## config.mk

```make
export PLATFORM = sky130hd
export DESIGN_NAME = instruction_fetch
export DESIGN_NICKNAME = d
export VERILOG_FILES = /design/src/rtl/instruction_fetch.sv
export SDC_FILE = /design/constraint.sdc
export NUM_CORES = 1
export LEC_CHECK = 0
export ABC_AREA = 1
export BUFFER_PORTS_ARGS = -buffer_cell sky130_fd_sc_hd__buf_2
export CORE_UTILIZATION = 50
export CTS_BUF_LIST = sky130_fd_sc_hd__clkbuf_4 sky130_fd_sc_hd__clkbuf_8
export CTS_CLUSTER_DIAMETER = 150
export DETAILED_ROUTE_END_ITERATION = 12
export PLACE_DENSITY_LB_ADDON = 0.25
export SETUP_SLACK_MARGIN = 0.02
export SKIP_LAST_GASP = 1
export SLEW_MARGIN = 15
export SYNTH_ARGS = -nofsm -noshare
export SYNTH_HDL_FRONTEND = slang
export SYNTH_SLANG_ARGS = --single-unit
export TNS_END_PERCENT = 20
```

## constraint.sdc

```tcl
create_clock -name CLK -period 5.08 [get_ports CLK]
set_input_delay 1.016 -clock CLK [delete_from_list [all_inputs] [get_ports CLK]]
set_output_delay 1.016 -clock CLK [all_outputs]
set_load 0.01 [all_outputs]
```

## src/rtl/instruction_fetch.sv

```systemverilog
// instruction_fetch: LEGv8 fetch stage. Owns the PC, holds the fetch address
// stable for READ_WAIT edges while the asynchronous instruction memory
// settles, then registers the instruction with its PC and offers it to decode
// over a valid/ready handshake. Taken-branch redirects reload the PC; a
// misaligned target parks the stage in a sticky FAULT state until Reset.
//
// RESET_PC must be 4-byte aligned and READ_WAIT must lie in 1..15 (it is
// loaded into a 4-bit down-counter).
module instruction_fetch #(
  parameter logic [63:0] RESET_PC  = 64'h0,
  parameter int unsigned READ_WAIT = 2
) (
  input  logic        CLK,
  input  logic        Reset,
  input  logic        Enable,
  output logic [63:0] Address,
  input  logic [31:0] InstrData,
  output logic [31:0] Instruction,
  output logic [63:0] InstrPC,
  output logic        InstrValid,
  input  logic        InstrReady,
  input  logic        Redirect,
  input  logic [63:0] RedirectTarget,
  output logic        Fault
);

  typedef enum logic [1:0] {
    S_IDLE  = 2'd0,
    S_WAIT  = 2'd1,
    S_HOLD  = 2'd2,
    S_FAULT = 2'd3
  } state_e;

  localparam logic [3:0] CNT_LOAD = 4'(READ_WAIT);

  state_e      state_q, state_d;
  logic [3:0]  cnt_q, cnt_d;
  logic [63:0] pc_q, pc_d;
  logic [31:0] instr_q, instr_d;
  logic [63:0] instr_pc_q, instr_pc_d;
  logic        valid_q, valid_d;
  logic        fault_q, fault_d;

  logic        target_aligned;

  assign target_aligned = (RedirectTarget[1:0] == 2'b00);

  // Next-state and datapath decisions: redirect beats the normal fetch flow,
  // and FAULT ignores everything (Reset is applied in the register block).
  always_comb begin
    // NOTE: every signal gets its hold value first so no path through the
    // branches below leaves one unassigned, which would infer a latch.
    state_d    = state_q;
    cnt_d      = cnt_q;
    pc_d       = pc_q;
    instr_d    = instr_q;
    instr_pc_d = instr_pc_q;
    valid_d    = valid_q;
    fault_d    = fault_q;

    if (state_q == S_FAULT) begin
      valid_d = 1'b0;
    end else if (Redirect) begin
      // Any held instruction is flushed, including one being accepted now.
      valid_d = 1'b0;
      if (target_aligned) begin
        pc_d    = RedirectTarget;
        cnt_d   = CNT_LOAD;
        state_d = S_WAIT;
      end else begin
        fault_d = 1'b1;
        state_d = S_FAULT;
      end
    end else begin
      case (state_q)
        S_IDLE: begin
          if (Enable) begin
            cnt_d   = CNT_LOAD;
            state_d = S_WAIT;
          end
        end
        S_WAIT: begin
          // Enable is not consulted here: a started fetch always completes.
          cnt_d = cnt_q - 4'd1;
          if (cnt_q == 4'd1) begin
            instr_d    = InstrData;
            instr_pc_d = pc_q;
            valid_d    = 1'b1;
            pc_d       = pc_q + 64'd4;  // wraps modulo 2^64
            state_d    = S_HOLD;
          end
        end
        S_HOLD: begin
          if (InstrReady) begin
            valid_d = 1'b0;
            if (Enable) begin
              cnt_d   = CNT_LOAD;
              state_d = S_WAIT;
            end else begin
              state_d = S_IDLE;
            end
          end
        end
        default: begin
          state_d = S_IDLE;
        end
      endcase
    end
  end

  // State and output registers with synchronous, active-high reset.
  always_ff @(posedge CLK) begin
    // NOTE: non-blocking assignments here so every flop samples the values
    // from before this edge, independent of statement order.
    if (Reset) begin
      state_q    <= S_IDLE;
      cnt_q      <= 4'd0;
      pc_q       <= RESET_PC;
      instr_q    <= 32'd0;
      instr_pc_q <= 64'd0;
      valid_q    <= 1'b0;
      fault_q    <= 1'b0;
    end else begin
      state_q    <= state_d;
      cnt_q      <= cnt_d;
      pc_q       <= pc_d;
      instr_q    <= instr_d;
      instr_pc_q <= instr_pc_d;
      valid_q    <= valid_d;
      fault_q    <= fault_d;
    end
  end

  assign Address     = pc_q;
  assign Instruction = instr_q;
  assign InstrPC     = instr_pc_q;
  assign InstrValid  = valid_q;
  assign Fault       = fault_q;

endmodule

```

# Yosys cells after proc, flatten, opt, wreduce, memory -nomap -nowiden
# Cells that the tools add are included.
[totals] register_bits=168 in_bits=101 output_inout_bits=162 wordCells=54
[op_classes] add_sub_neg=2 n_eq_ne=10 n_mux=19 n_bitwise=3 n_reduce_logical=13
[ops] op="$mux 64" count=4
[ops] op="$add 64x3->64 const B" count=1
[ops] op="$mux 4" count=4
[ops] op="$reduce_and 4->1" count=4
[ops] op="$pmux 4 s3" count=1
[ops] op="$mux 2" count=5
[ops] op="$ne 3x3->1 const B" count=3
[ops] op="$pmux 2 s3" count=1
[ops] op="$reduce_and 3->1" count=2
[ops] op="$reduce_bool 2->1" count=3
[ops] op="$eq 2x2->1 const B" count=2
[ops] op="$eq 4x1->1 const B" count=1
[ops] op="$logic_not 2->1" count=2
[ops] op="$ne 2x2->1 const B" count=2
[ops] op="$reduce_bool 4->1" count=1
[ops] op="$sub 4x1->4 const B" count=1
[ops] op="$mux 1" count=3
[ops] op="$not 1->1" count=3
[ops] op="$reduce_or 3->1" count=1
[ops] op="$eq 2x1->1 const B" count=1
[ops] op="$ne 2x1->1 const B" count=1
[ops] op="$pmux 1 s2" count=1

# Longest topological paths before layout
# Gate-level depths: netlist (run 1).
[depth] word_depth=4 mapped_depth=11 ltp_nobuf=11

# Least setup slack after synthesis (run 1)
# No wires, ideal clock.
[synth_path] kind="input to register" start="input RedirectTarget[1]" end="register pc_q[34], in the netlist Address[34]" setup_ps=132 arrival_ps=1981 required_time_ps=4948 slack_ps=2966 cell_stages=9 path_buffers=1 path_cell_list="o21ai_1 > inv_2 > nor2_1 > o21ai_2 > inv_2 > clkbuf_1 > o21ai_0 > nand2_1 > a21oi_1"
[synth_between] elab_chain_len=3
[synth_lines] element="start: declaration" line="23" source="input logic [63:0] RedirectTarget,"
[synth_lines] element="$logic_not 2->1" line="46" source="assign target_aligned = (RedirectTarget[1:0] == 2'b00);"
[synth_lines] element="$ne 2x1->1 (no source line)"
[synth_lines] element="$reduce_and 4->1 (no source line)"
[synth_lines] element="end signal: assignment" line="126" source="pc_q <= pc_d;"
[synth_lines] element="end: declaration" line="38" source="logic [63:0] pc_q, pc_d;"
# Every way passes these cells.
# A chain may end at the register's enable or synchronous reset.

# Worst setup path after layout (run 1)
[layout_path] start="input Redirect" end="register pc_q[5], in the netlist Address[5]"
[layout_between] elab_chain_len=2 elab_cells_between_ends=5 classes_between="eq/ne: 1; mux: 1; reduce/logical: 3"
[layout_lines] element="start: declaration" line="22" source="input logic Redirect,"
[layout_lines] element="$ne 2x1->1 (no source line) or $reduce_bool 2->1 (tied branches)"
[layout_lines] element="$reduce_and 4->1 (no source line)"
# Several ways; a longest one is shown, not always the timed one.

==> results of run 1 <==
-- kinds of logic after synthesis --
group                      count (synthesis)
and+or+nand+nor                          743
AOI/OAI and AO/OA                        281
DFF                                      168
buffers and inverters                    160
xor gates and xnor gates                   9
adders and majority gates                  7
-- metal layers --
metal,vias to the layer above,track usage,wire [um]
li1,4832,-,-
met1,4389,0.441,13100
met2,413,0.525,13200
met3,52,0.0767,2550
met4,0,0.124,699
met5,-,0,0
-- critical path: stages --
cell     delay, ns
buf_2         0.09
buf_4         0.50
o21ai_1       0.21
inv_2         0.12
nor2_1        0.08
o21ai_4       0.07
buf_4         0.69
a21oi_1       0.12
a21oi_1       0.18
o21a_1        0.13
-- synthesized netlist by cell type, drive strengths merged, types with 6 or more instances --
library cell / count / share of area
ha: 7 / 0.010
inv: 95 / 0.041
nand4: 12 / 0.0086
nand3: 66 / 0.038
nand2: 326 / 0.14
xor2: 8 / 0.0080
buf: 30 / 0.020
nor2: 328 / 0.15
dfxtp: 168 / 0.38
a21oi: 111 / 0.065
clkbuf: 34 / 0.015
nor3: 6 / 0.0046
o21ai: 154 / 0.089
-- sequential cells by signal, summed over array words and instances, names as in the netlist --
name,cells
InstrPC,64
state_q,2
Fault,1
Instruction,32
InstrValid,1
cnt_q,4
Address,64
-- layout by cell type (no fill, tap or decap), types with 6 or more instances in the layout --
| cell type | count |
|---|---|
| ha_1 | 7 |
| nor2_2 | 15 |
| nor2_4 | 7 |
| buf_4 | 7 |
| dfxtp_1 | 168 |
| nand4_1 | 12 |
| nand3_1 | 65 |
| a21oi_1 | 108 |
| xor2_1 | 8 |
| o21ai_1 | 6 |
| clkbuf_8 | 18 |
| o21ai_0 | 147 |
| inv_1 | 89 |
| nand2_1 | 312 |
| inv_2 | 6 |
| buf_2 | 262 |
| nor2_1 | 305 |
| nand2_2 | 13 |
-- cell type report --
cell class | instances | area (um^2)
multi-input combinational | 1040 | 4720
tap | 220 | 275
fill | 1674 | 6360
sequential | 168 | 3360
clock buffer | 19 | 255
timing repair buffer | 269 | 1360
clock inverter | 10 | 124
inverter | 95 | 357
-- per-stage QoR --
stage,instance area (um^2),cells
detailed placement,10100,1792
global route,10500,1821
global placement,10100,1792
floorplan,8740,1368
CTS,10500,1821
finish,10500,1821
-- path summary, 6_finish.rpt --
kind / cells after the start / endpoint / from
worst max-delay path: 10 / Address[5]$_SDFFE_PP0P_ / Redirect
worst min-delay path: 1 / Fault$_SDFFE_PP0P_ / Fault$_SDFFE_PP0P_
worst max register to register: 10 / InstrPC[42]$_SDFFE_PP0P_ / state_q[1]$_SDFFE_PP0P_
worst min register to register: 1 / Fault$_SDFFE_PP0P_ / Fault$_SDFFE_PP0P_
-- report_power, final --
part	switching, W	leakage, nW	internal [W]
Combinational	0.000307	3.29	0.000180
Clock	0.000519	0.181	0.000451
Sequential	0.0000846	1.36	0.00139
Total	0.000910	4.83	0.00202
==> run metrics, run 1 <==
Relative slew margins 0.353; Post-Syn Nets between 1k and 1.5k; fin crit share 0.552; post-route core utilization 0.622; worst vdd ir around 0.16 mV; Synth Instances between 1k and 1.5k; total power draw 0.00293 W; initial DRC count 866; Pre-antenna DRT Iters 5; final worst setup slack around 2.3 ns; sum of routed wire length over all layers 29.6 mm; peak fanout along the critical path 84; Ys Warns 0; achievable clock frequency 0.357 GHz; top_reg_cell synth dfxtp_1; kind of end point of the critical path flip-flop; Post-Synth Adder-Cell Area 0.0100; number of max-cap violations 0; final hold slack between 0.4 and 0.5 ns; Worst-path clk slew 0.09 ns; pwr dens 280 nW/um^2; CP Launch Type primary input; largest net degree at the start of global routing 94; crit path kind in2reg; final hold violation count 0; nets 1699; CTS root buf clkbuf_8; Post-DP HPWL 21.6 mm; Routed Antenna Nets 0; xor/xnor share of the synthesized area 0.00902; # IOs around 260; gr usage total 0.332; row count 47; Hold Crit Class reg2reg; syn_area_per_cell approximately 6.4 um^2; initial antenna violation count 0; largest family of logic cells by synthesized area simple AND/OR/NAND/NOR gates; post-synthesis mux area share 0; layout cells sized above 1 0.218; Post-synth ARST share 0; outcome complete, no violations; R2R setup slack roughly 2.4 ns; port bufs 262; first-pass GRT wire length 46.8 mm; clk sinks 168; WL/cell approximately 16 um; Max Clock Skew 0.0116 ns; Compound-Gate Fraction of Synth Area 0.167; number of global-route vias before repair between 8k and 9k; Clock Tree Buf Depth 2; EDFF count, synth 0; DRC errors left 0; area grow syn2layout 19.7%; Setup violations, final 0; Slew @ Worst Pin about 0.97 ns; RSZ-0062 raised after global routing no; Initial Util 0.520; min cycle time layout 2.80 ns; Synth Area in Simple Gates 0.353; final max-slew violation count 0; Data arrival, critical path roughly 3.2 ns; hold buffers post-CTS 0; Leak 4.83 nW; H-tree Lvls 4; register area share after synthesis 0.385; # diodes 0; pre-CTS WS ~1.8 ns; via count 9686; cts repair resizes 0; area of the mapped netlist 8740 um^2; TNS Setup 0 ns; worst skew pair latency 0.48 ns; chip width 134 um; postcts setup bufs 0; core area 16800 um^2; Die Y 134 um; routability cong. 0.988; CTS tree done; vias per inst 5.32; Yosys cell types 40; CP required 5.51 ns; cts bufs inserted 17; Die Area 18000 um^2; number of synthesized register bits 168; gr ovfl total 0
No activity file was read; power rests on OpenSTA's default activity.
==> run 2: changes to the inputs <==
Clock period 5.08 ns to 2.8 ns, I/O delays scaled along.
==> run metrics, run 2 (same netlist as run 1, synthesis figures left out) <==
postcts setup bufs 0 (unchanged); CTS tree done; min cycle time layout 2.17 ns; DP Area 10100 um^2 (+0.60%); sum of routed wire length over all layers 29.6 mm (about the same); CP max-delay cell dfxtp_1; pwr dens 512 nW/um^2 (+83%); Clk pwr share 0.338 (+0.007); WP buf/inv 0 (-4); DRC errors left 0 (unchanged); # IOs 263 (unchanged); CTS root buf clkbuf_8; final worst setup slack 0.632 ns (-1.65 ns); CP Launch Type flip-flop; Hold Crit Endpoint Instruction[16]$_SDFFE_PP0P_; nets 1702 (+0.18%); R2R Path Start Address[31]$_SDFFE_PP0P_; Worst-path clk slew 0.09 ns (about the same); area grow syn2layout 20.7%; number of max-cap violations 0 (unchanged); most used cell along the critical path nand2_1; routability cong. 1.02 (+3.4%); final hold violation count 0 (unchanged); Seq pwr share 0.497 (-0.007); design area 10500 um^2 (+0.85%); Post-DP HPWL 21.8 mm (+0.70%); hold buffers post-CTS 0 (unchanged); Critical Path Max Stage Delay 0.61 ns (-0.08 ns); Crit Reg-Reg Endpoint Address[63]$_SDFFE_PP0P_; Routed Antenna Nets 0 (unchanged); clk sinks 168 (unchanged); final hold slack 0.297 ns (-0.168 ns); largest net degree at the start of global routing 93 (-1.1%); Hold Crit Class in2reg; core area 16800 um^2 (unchanged); Pre-antenna DRT Iters 6 (+1); r2r worst-path depth 9 (-1); Max Clock Skew 0.0103 ns (-0.00132 ns); total power draw 0.00540 W (+84%); Comb power frac 0.165 (about the same); hold_sp InstrData[16]; peak fanout along the critical path 6 (-93%); port bufs 262 (unchanged); number of global-route vias before repair 8853 (-1.2%); final max-slew violation count 0 (unchanged); Relative slew margins 0.366 (+0.0130); Setup violations, final 0 (unchanged); worst hold path cell count 3 (+2); sw power 0.00169 W (+86%); layout cells sized above 1 0.221 (+0.00292); Slew @ Worst Pin 0.951 ns (-0.0194 ns); cts bufs inserted 17 (unchanged); commonest cells after routing, fill and taps aside 312 x nand2_1, 305 x nor2_1, 262 x buf_2, 168 x dfxtp_1, 147 x o21ai_0; Data arrival, critical path 2.50 ns (-0.73 ns); CP top delay family simple AND/OR/NAND/NOR gates; Leak 4.87 nW (+0.90%); worst skew pair latency 0.48 ns (about the same); switching share of power 0.313 (+0.00274); vias per inst 5.35 (+0.52%); crit path kind reg2reg; pre-CTS WS 0.474 ns (-1.33 ns); row count 47 (unchanged); RSZ-0062 raised after global routing no; outcome complete, no violations; initial DRC count 844 (-2.5%); achievable clock frequency 0.461 GHz; internal power 0.00371 W (+83%); cts repair resizes 0 (unchanged); CP required 3.13 ns (-2.38 ns); Die Area 18000 um^2 (unchanged); kind of end point of the critical path flip-flop; worst vdd ir 0.296 mV (+84%); Initial Util 0.520 (unchanged); gr ovfl total 0 (unchanged); CP Cell Sequence nand2_1, nor2_1, nand2_1, nor2_1, nand2_1, o21ai_1, nand3_1, nand2_1, a21oi_1; fin crit share 0.774; WL/cell 16.2 um (-0.45%); H-tree Lvls 4 (unchanged); first-pass GRT wire length 46.1 mm (-1.4%); Die Y 134 um (unchanged); TNS Setup 0 ns (unchanged); gr usage total 0.328 (-0.00424); via count 9774 (+0.91%); R2R setup slack 0.63 ns (-1.78 ns); initial antenna violation count 1 (+1); Clock Tree Buf Depth 2 (unchanged); chip width 134 um (unchanged); commonest non-fill, non-tap cell in the layout nand2_1
[run 2: how the worst max path moves through the flow]
stage                     cells after the start                startpoint                  endpoint  slack (ns)
final                                         9  Address[31]$_SDFFE_PP0P_  Address[63]$_SDFFE_PP0P_        0.63
after global routing                          9     cnt_q[1]$_SDFFE_PP0P_  Address[35]$_SDFFE_PP0P_        0.50
after CTS                                     9  Address[31]$_SDFFE_PP0P_  Address[63]$_SDFFE_PP0P_        0.65
after detailed placement                      9                  Redirect  Address[35]$_SDFFE_PP0P_        0.47
after global placement                        9                  Redirect  Address[35]$_SDFFE_PP0P_        0.56
after floorplan                              10   Address[3]$_SDFFE_PP0P_  Address[42]$_SDFFE_PP0P_        1.10
[run 2: final cells by class]
class / count / area (um^2)
timing repair buffer: 272 / 1420
tap: 220 / 275
antenna: 1 / 2.50
clock buffer: 20 / 263
sequential: 168 / 3360
multi-input combinational: 1040 / 4720
clock inverter: 12 / 143
inverter: 95 / 357
fill: 1667 / 6270
[run 2: routing by layer]
metal  up-vias  part of all wire  GRT usage
met2       433              0.44      0.516
met1      4445              0.44      0.427
li1       4835                 -          -
met4         0             0.030      0.135
met3        61             0.089     0.0847
met5         -                 0          0
[run 2: through the flow]
stage,instances,utilization
after detailed placement,1795,0.603
after global placement,1795,0.603
final,1828,0.627
after floorplan,1368,-
after global routing,1828,0.627
after CTS,1827,0.627
[run 2: power groups by stage]
stage,Sequential [W],Combinational [W],Clock (W)
6_report,0.00268,0.000893,0.00183
5_1_grt,0.00270,0.00100,0.00194
4_1_cts,0.00268,0.000891,0.00184
3_5_place_dp,0.00273,0.000887,0
3_3_place_gp,0.00273,0.000873,0
2_1_floorplan,0.00275,0.000520,0
[run 2: worst min-delay path, delay by kind of cell]
family / cells / cell delay [ns]
simple gates: 2 / 0.11
buf+inv: 1 / 0.07
==> run 3: changes to the inputs <==
Clock period 2.8 ns to 2.16 ns, I/O delays scaled along.
==> run metrics, run 3 (same netlist as run 1, synthesis figures left out) <==
via count 10.1k (+2.9%); gr usage total 0.335 (+0.00725); port bufs 262 (unchanged); number of max-cap violations 0 (unchanged); final hold violation count 0 (unchanged); Hold Crit Class in2reg; RSZ-0062 raised after global routing yes; TNS Setup 0 ns (unchanged); Setup violations, final 0 (unchanged); core area 16800 um^2 (unchanged); initial DRC count 980 (+16%); min cycle time layout 2.09 ns (-0.0790 ns); worst skew pair latency 0.47 ns (about the same); largest net degree at the start of global routing 62 (-33%); Fillers 1630 (-2.2%); r2r worst-path depth 9 (unchanged); Critical Path Start Address[27]$_SDFFE_PP0P_; R2R Path Start Address[27]$_SDFFE_PP0P_; Data arrival, critical path 2.41 ns (-0.09 ns); outcome complete, no violations; worst setup path end Address[39]$_SDFFE_PP0P_; kind of end point of the critical path flip-flop; CTS tree done; first-pass GRT wire length 47.5 mm (+2.9%); vias per inst 5.40 (+0.94%); area grow syn2layout 24.8%; final hold slack 0.185 ns (-0.112 ns); area occupied by multi-input gates 4720 um^2 (about the same); Max Clock Skew 0.0159 ns (+0.00557 ns); number of global-route vias before repair 8987 (+1.5%); routability cong. 0.985 (-3.6%); Clock Tree Buf Depth 2 (unchanged); final worst setup slack 0.0714 ns (-0.561 ns); CP Cell Sequence nand2_1, nor2_1, nand2_1, nor2_1, nand2_1, o21ai_0, nand3_1, nand2_1, a21oi_1; CP required 2.48 ns (-0.65 ns); commonest cells after routing, fill and taps aside 312 x nand2_1, 304 x nor2_1, 262 x buf_2, 168 x dfxtp_1, 147 x o21ai_0; sum of routed wire length over all layers 30.5 mm (+3.2%); Initial Util 0.520 (unchanged); pwr dens 651 nW/um^2 (+27%); Crit Reg-Reg Endpoint Address[39]$_SDFFE_PP0P_; CTS root buf clkbuf_8; Relative slew margins 0.489 (+0.123); Post-DP HPWL 22.8 mm (+4.9%); H-tree Lvls 4 (unchanged); worst vdd ir 0.375 mV (+27%); row count 47 (unchanged); Pre-antenna DRT Iters 6 (unchanged); Routed Antenna Nets 0 (unchanged); peak fanout along the critical path 5 (-1); clk sinks 168 (unchanged); CP max-delay cell dfxtp_1; final max-slew violation count 0 (unchanged); CP Launch Type flip-flop; nets 1739 (+2.2%); # diodes 0 (-1); most used cell along the critical path nand2_1; Slew @ Worst Pin 0.766 ns (-0.185 ns); DRC errors left 0 (unchanged); initial antenna violation count 0 (-1); Worst-path clk slew 0.10 ns (about the same); gr ovfl total 0 (unchanged); WL/cell 16.4 um (+1.2%); chip width 134 um (unchanged); Register Area 3360 um^2 (unchanged); Die Area 18000 um^2 (unchanged); commonest non-fill, non-tap cell in the layout nand2_1; R2R setup slack 0.07 ns (-0.56 ns); Leak 5.10 nW (+4.7%); layout cells sized above 1 0.239 (+0.0181); # IOs 263 (unchanged); Die Y 134 um (unchanged); crit path kind reg2reg; fin crit share 0.967 (+0.193); cts bufs inserted 17 (unchanged); achievable clock frequency 0.479 GHz (+3.8%); total power draw 0.00710 W (+31%); Critical Path Max Stage Delay 0.45 ns (-0.16 ns); pre-CTS WS 0.185 ns (-0.289 ns)
[run 3: cell count changes in the layout (fill, tap and decap cells not counted), sizes merged]
cell | before | now
buf | 272 | 309
clkinv | 4 | 5
clkinvlp | 3 | 1
diode | 1 | 0
inv | 98 | 99
[run 3: layout make-up]
type / instances / area share
clock buffer: 20 / 0.0247
clock inverter: 12 / 0.0130
inverter: 95 / 0.0327
multi-input combinational: 1040 / 0.433
sequential: 168 / 0.308
tap: 220 / 0.0252
timing repair buffer: 309 / 0.163
[run 3: what timing repair did]
| item | 4_1_cts | 5_1_grt |
|---|---|---|
| setup endpoints to repair | 0 | 3 |
| resized for setup | 0 | 1 |
| buffers inserted | 0 | 0 |
| hold buffers | 0 | 0 |
[run 3: how the worst min path moves through the flow]
| stage | slack [ns] | cells past startpoint | start | end |
|---|---|---|---|---|
| after floorplan | 0.46 | 2 | cnt_q[0]$_SDFFE_PP0P_ | cnt_q[0]$_SDFFE_PP0P_ |
| after global placement | 0.45 | 1 | Fault$_SDFFE_PP0P_ | Fault$_SDFFE_PP0P_ |
| after detailed placement | 0.46 | 1 | Fault$_SDFFE_PP0P_ | Fault$_SDFFE_PP0P_ |
| after CTS | 0.17 | 3 | InstrData[21] | Instruction[21]$_SDFFE_PP0P_ |
| after global routing | 0.18 | 3 | InstrData[31] | Instruction[31]$_SDFFE_PP0P_ |
| final | 0.19 | 3 | InstrData[21] | Instruction[21]$_SDFFE_PP0P_ |
[run 3: worst max-delay path, delay by kind of cell, from the launching register on]
family,cells,cell delay (ns)
AO/OA/AOI/OAI,2,0.24
flip-flops,1,0.45
AND/OR/NAND/NOR,7,1.27
[run 3: per-layer routing]
metal,GRT usage,part of all wire,up-vias
li1,-,-,4912
met1,0.453,0.44,4586
met2,0.541,0.45,515
met3,0.0635,0.087,47
met4,0.100,0.021,0
met5,0,0,-
[run 3: power breakdown]
| group | total (W) | internal [W] | switching, W |
|---|---|---|---|
| clock network | 0.00238 | 0.00112 | 0.00126 |
| logic | 0.00127 | 0.000495 | 0.000776 |
| registers | 0.00345 | 0.00327 | 0.000172 |
| total | 0.00710 | 0.00489 | 0.00220 |
[run 3: metrics by stage]
| step | utilization | instances | cell area [um^2] |
|---|---|---|---|
| final | 0.648 | 1864 | 10900 |
| after global routing | 0.648 | 1864 | 10900 |
| after CTS | 0.648 | 1864 | 10900 |
| after detailed placement | 0.624 | 1832 | 10500 |
| after global placement | 0.624 | 1832 | 10500 |
| after floorplan | - | 1368 | 8740 |
